[src/rtl/tipi_nibble_xchg.sv]
// tipi_nibble_xchg: exchanges registers between the TI and the RPi. There are NCH
// channel pairs of DW-bit registers. They move over a NW-bit nibble bus, and each
// frame ends with an XOR check nibble.
// Ports: clk/reset (sync, active-high); r_clk, r_nibrst, r_nib_in are async RPi pins
// (internally synced); r_nib_out/r_nib_oe drive the RPi nibble bus; ti_wr_* / ti_rd_*
// form the strobed TI side; to_pi_new/from_pi_new are the per-channel handshake flags;
// err_cnt counts write frames rejected by the check nibble (saturating).
module tipi_nibble_xchg #(
  parameter int NCH = 2,
  parameter int DW  = 8,
  parameter int NW  = 4,
  localparam int CW = (NCH > 1) ? $clog2(NCH) : 1
) (
  input  logic          clk,
  input  logic          reset,
  input  logic          r_clk,
  input  logic          r_nibrst,
  input  logic [NW-1:0] r_nib_in,
  output logic [NW-1:0] r_nib_out,
  output logic          r_nib_oe,
  input  logic          ti_wr_stb,
  input  logic [CW-1:0] ti_wr_ch,
  input  logic [DW-1:0] ti_wr_data,
  input  logic          ti_rd_stb,
  input  logic [CW-1:0] ti_rd_ch,
  output logic [DW-1:0] ti_rd_data,
  output logic [NCH-1:0] to_pi_new,
  output logic [NCH-1:0] from_pi_new,
  output logic [7:0]    err_cnt
);

  localparam int NNIB = DW / NW;
  localparam int CNTW = $clog2(NNIB) + 1;

  localparam logic [2:0] IDLE  = 3'd0;
  localparam logic [2:0] WDATA = 3'd1;
  localparam logic [2:0] WCHK  = 3'd2;
  localparam logic [2:0] RDATA = 3'd3;
  localparam logic [2:0] RCHK  = 3'd4;

  // Two-flop synchronisers. clk_s3 delays the synced strobe by one more cycle
  // so that its rising edge can be detected.
  logic          clk_s1, clk_s2, clk_s3;
  logic          rst_s1, rst_s2;
  logic [NW-1:0] nib_s1, nib_s2;

  logic [2:0]      state;
  logic [CNTW-1:0] cnt;
  logic [NW-1:0]   xacc;     // running XOR of the header and data nibbles
  logic [DW-1:0]   shadow;   // write-frame assembly register
  logic [DW-1:0]   osr;      // read-frame output shift register (snapshot)
  logic [CW-1:0]   hdr_ch;
  logic            hdr_ok;

  logic [DW-1:0]   to_pi   [NCH];
  logic [DW-1:0]   from_pi [NCH];

  logic          nstb;
  logic [CW-1:0] new_ch;
  logic          new_ok;
  logic          wr_ok;
  logic          rd_ok;

  // A frame reset masks strobes, so a strobe that arrives together with it is dropped.
  assign nstb = clk_s2 & ~clk_s3 & ~rst_s2;

  // Out-of-range channels wrap modulo the next power of two (low CW bits). Any
  // channel that is still >= NCH after the wrap is flagged as invalid.
  assign new_ch = nib_s2[CW-1:0];
  assign new_ok = (int'(new_ch) < NCH);
  assign wr_ok  = (int'(ti_wr_ch) < NCH);
  assign rd_ok  = (int'(ti_rd_ch) < NCH);

  assign ti_rd_data = rd_ok ? from_pi[ti_rd_ch] : '0;

  assign r_nib_oe = (state == RDATA) || (state == RCHK);

  always_comb begin
    r_nib_out = '0;
    if (state == RDATA) r_nib_out = osr[DW-1 -: NW];
    else if (state == RCHK) r_nib_out = xacc;
  end

  always_ff @(posedge clk) begin
    if (reset) begin
      clk_s1      <= 1'b0;
      clk_s2      <= 1'b0;
      clk_s3      <= 1'b0;
      rst_s1      <= 1'b0;
      rst_s2      <= 1'b0;
      nib_s1      <= '0;
      nib_s2      <= '0;
      state       <= IDLE;
      cnt         <= '0;
      xacc        <= '0;
      shadow      <= '0;
      osr         <= '0;
      hdr_ch      <= '0;
      hdr_ok      <= 1'b0;
      to_pi_new   <= '0;
      from_pi_new <= '0;
      err_cnt     <= '0;
      for (int i = 0; i < NCH; i++) begin
        to_pi[i]   <= '0;
        from_pi[i] <= '0;
      end
    end else begin
      clk_s1 <= r_clk;
      clk_s2 <= clk_s1;
      clk_s3 <= clk_s2;
      rst_s1 <= r_nibrst;
      rst_s2 <= rst_s1;
      nib_s1 <= r_nib_in;
      nib_s2 <= nib_s1;

      // The TI acknowledge is applied first. A commit later in this block, on the
      // same channel, overrides it.
      if (ti_rd_stb && rd_ok) from_pi_new[ti_rd_ch] <= 1'b0;

      if (rst_s2) begin
        state  <= IDLE;
        cnt    <= '0;
        xacc   <= '0;
        shadow <= '0;
      end else if (nstb) begin
        case (state)
          IDLE: begin
            hdr_ch <= new_ch;
            hdr_ok <= new_ok;
            xacc   <= nib_s2;
            cnt    <= '0;
            shadow <= '0;
            if (nib_s2[NW-1]) begin
              osr   <= new_ok ? to_pi[new_ch] : '0;
              state <= RDATA;
            end else begin
              state <= WDATA;
            end
          end
          WDATA: begin
            shadow <= (shadow << NW) | DW'(nib_s2);
            xacc   <= xacc ^ nib_s2;
            cnt    <= cnt + CNTW'(1);
            if (cnt == CNTW'(NNIB - 1)) state <= WCHK;
          end
          WCHK: begin
            if (nib_s2 == xacc) begin
              if (hdr_ok) begin
                from_pi[hdr_ch]     <= shadow;
                from_pi_new[hdr_ch] <= 1'b1;
              end
            end else if (err_cnt != 8'hFF) begin
              err_cnt <= err_cnt + 8'd1;
            end
            cnt   <= '0;
            state <= IDLE;
          end
          RDATA: begin
            xacc <= xacc ^ osr[DW-1 -: NW];
            osr  <= osr << NW;
            cnt  <= cnt + CNTW'(1);
            if (cnt == CNTW'(NNIB - 1)) state <= RCHK;
          end
          RCHK: begin
            if (hdr_ok) to_pi_new[hdr_ch] <= 1'b0;
            cnt   <= '0;
            state <= IDLE;
          end
          default: state <= IDLE;
        endcase
      end

      // A TI write is applied after the read-complete clear, so a write to the
      // same channel in the same cycle leaves the flag set.
      if (ti_wr_stb && wr_ok) begin
        to_pi[ti_wr_ch]     <= ti_wr_data;
        to_pi_new[ti_wr_ch] <= 1'b1;
      end
    end
  end

endmodule

[config.mk]
export PLATFORM = sky130hd
export DESIGN_NAME = tipi_nibble_xchg
export DESIGN_NICKNAME = d
export VERILOG_FILES = /design/src/rtl/tipi_nibble_xchg.sv
export SDC_FILE = /design/constraint.sdc
export NUM_CORES = 1
export LEC_CHECK = 0
export CAP_MARGIN = 20
export CORE_UTILIZATION = 50
export CTS_BUF_LIST = sky130_fd_sc_hd__clkbuf_16
export CTS_CLUSTER_DIAMETER = 200
export DETAILED_ROUTE_END_ITERATION = 12
export GPL_ROUTABILITY_DRIVEN = 0
export MAX_ROUTING_LAYER = met4
export PLACE_DENSITY = 0.73
export REMOVE_ABC_BUFFERS = 1
export SETUP_SLACK_MARGIN = 0.15
export SLEW_MARGIN = 15
export SYNTH_ARGS = -nofsm -noshare
export SYNTH_HDL_FRONTEND = slang
export SYNTH_SLANG_ARGS = --single-unit
[constraint.sdc]
create_clock -name clk -period 5.2 [get_ports clk]
set_input_delay 1.04 -clock clk [delete_from_list [all_inputs] [get_ports clk]]
set_output_delay 1.04 -clock clk [all_outputs]
set_load 0.05 [all_outputs]
==> out/qor.txt <==
Core area: 7290 sq um
Reg2reg setup slack: 2.44 ns
Die Y: 89.3 um
Setup TNS: 0 ns
Total CTS buffers: 9
Max Buffers Root-to-Sink: 2
Largest net degree at the start of global routing: 36
Most used DFF post-synth: dfxtp_1
RR Endpoint: from_pi[0][3]
Vias per cell: 5.30
Hold EP: clk_s2
Leak: 1.66 nW
Clk_skew: 0.00582 ns
Final Slew Violations: 0
Post-Syn Area per Cell: 10.4 sq um
Hold Path Depth: 1
Mapped Area: 3810 sq um
Worst IR Drop VDD: 194 uV
H-tree Lvls: 3
CTS clk-pin slew, worst paths: 0.05 ns
RR Startpoint: nib_s2[0]
Die W: 89.3 um
Sequential share of the synthesized area: 52.5%
Post-route ant nets: 0
Post-Syn Instances: 366
Final min period: 3.90 ns
Status: complete, no violations
Startpoint types: input port
Final hold violations: 0
Share of layout cells above drive strength 1: 12.8%
CP max FO: 10
Post-DP HPWL: 4.69 mm
Hold_sp: clk_s1
WL final: 6.95 mm
Min Hold Slack: 0.434 ns
IO Port Bufs: 44
Core Rows: 31
CTS Hold Bufs: 0
Crit path DAT: 2.86 ns
Distinct cell type count after synthesis: 51
DRC: 0
Post-synthesis register bit count: 84
Tot Pwr: 0.00153 W
Worst reg2reg path depth: 4
Number of DRC markers in iteration 0: 74
Worst skew pair latency: 0.33 ns
Syn. warnings: 0
DRT Pass-1 Iters: 4
Final Cycle Share: 75.0%
Finished Cell Area: 4630 sq um
Max-Cap Viols: 0
Area Growth Syn to Fin: 21.6%
Gr usage total: 19.9%
Initial antenna violation count: 0
Req. time, crit path: 4.16 ns
Nets: 423
Num Clock Sinks: 84
Post-synth ARST share: 0%
Post_cts resized: 0
Routed wire per std cell: 13.8 um
Crit path kind: in -> out
CTS tree: done
N_diodes: 0
Hold Path Class: reg -> reg
Die area: 7980 sq um
Initial Util: 52.3%
First-pass GRT wire length: 11.4 mm
Total gr overflow: 0
Vias in the first global route: 2477
Critical path capture point type: output port
Largest cells by area after synthesis: dfxtp_1, edfxtp_1, and2_1
Final setup violation count: 0
EDFF count, synth: 32
Normalized max-slew margin: 34.0%
RSZ-0062 raised after global routing: false
Cell Pwr Density: 330 nW/um^2
F_max: 0.256 GHz
Yosys top cell area share: 27.3%
Post-CTS Setup Inserts: 0
Slew @ Worst Pin: 0.990 ns
CTS Root Cell: clkbuf_16
Post-synth top area cell: dfxtp_1
Placed Area: 4290 sq um
IO Pins: 45
Via Count: 2679
[routing by layer]
metal  part of all wire (%)  vias to the layer above  global-route usage [%]  wire [um]
li1                       -                     1378                       -          -
met1                     46                     1239                    23.4       3190
met2                     49                       49                    33.2       3400
met3                    3.0                       13                    3.14        205
met4                    2.2                        0                    9.81        150
met5                      0                        -                       -          0
[cell families after synthesis]
| logic type | synth area share [%] |
|---|---|
| simple gates | 24.0 |
| flops | 52.5 |
| compound gates | 10.3 |
| mux | 8.14 |
| buf+inv | 3.15 |
| xor+xnor | 1.15 |
| fa+ha+maj | 0.656 |
[cells in the final DEF (no fill, tap or decap), drive strengths merged, types with 7 or more instances in the layout]
cell,instances
a21oi,31
and2,33
clkbuf,9
clkdlybuf4s50,44
dfxtp,52
edfxtp,32
mux2,16
mux2i,13
nand2,28
nand2b,9
nand3,13
nor2,19
nor2b,19
o21ai,9
or2,7
[power by group]
group	switching, W	leakage [nW]	internal (W)
Combinational	0.0000593	0.740	0.0000461
Sequential	0.0000119	0.745	0.000705
Clock	0.000240	0.171	0.000468
[worst max path at each step]
stage                  start            end  slack (ns)  cells past startpoint
finish              ti_rd_ch  ti_rd_data[7]        1.30                      3
global route        state[2]   r_nib_out[3]        1.17                      4
CTS                 ti_rd_ch  ti_rd_data[7]        1.26                      3
detailed placement  ti_rd_ch  ti_rd_data[7]        1.27                      3
global placement    ti_rd_ch  ti_rd_data[5]        1.36                      3
floorplan           state[2]   r_nib_out[0]        2.61                      3
[cell type report]
class	count	area [sq um]
clock buffer	9	225
clock inverter	7	116
fill	623	2660
inverter	4	15.0
multi-input combinational	255	1690
sequential	84	2000
tap	99	124
timing repair buffer	47	463
[metrics by stage]
step | cells | util [%] | setup WS, ns
6_report | 505 | 63.6 | 1.30
4_1_cts | 504 | 63.5 | 1.26
2_1_floorplan | 343 | - | 2.61
3_3_place_gp | 488 | 58.8 | 1.36
5_1_grt | 505 | 63.6 | 1.17
3_5_place_dp | 488 | 58.8 | 1.27
[Yosys cell counts, types with 5 or more instances]
library cell and n:
edfxtp_1 32, nand3_1 13, o21ai_0 9, and2_1 32, mux2_2 15, or2_2 7
clkbuf_1 13, xor2_1 5, a21oi_1 31, nor2b_1 19, nand2_1 28, mux2i_1 13
nand2b_1 9, dfxtp_1 52, nor2_1 18, buf_2 6
[state kept, by name (all words and copies together), names as in the netlist]
signal / flops
from_pi: 16
to_pi: 16
err_cnt: 8
osr: 8
shadow: 8
nib_s1: 4
nib_s2: 4
xacc: 4
state: 3
cnt: 2
from_pi_new: 2
to_pi_new: 2
clk_s1: 1
clk_s2: 1
clk_s3: 1
hdr_ch: 1
hdr_ok: 1
rst_s1: 1
rst_s2: 1
[critical path, cell delays in order]
cell             delay (ns)
clkdlybuf4s50_1        0.72
mux2_2                 0.39
clkdlybuf4s50_1        0.70
No activity file was read; power rests on OpenSTA's default activity.
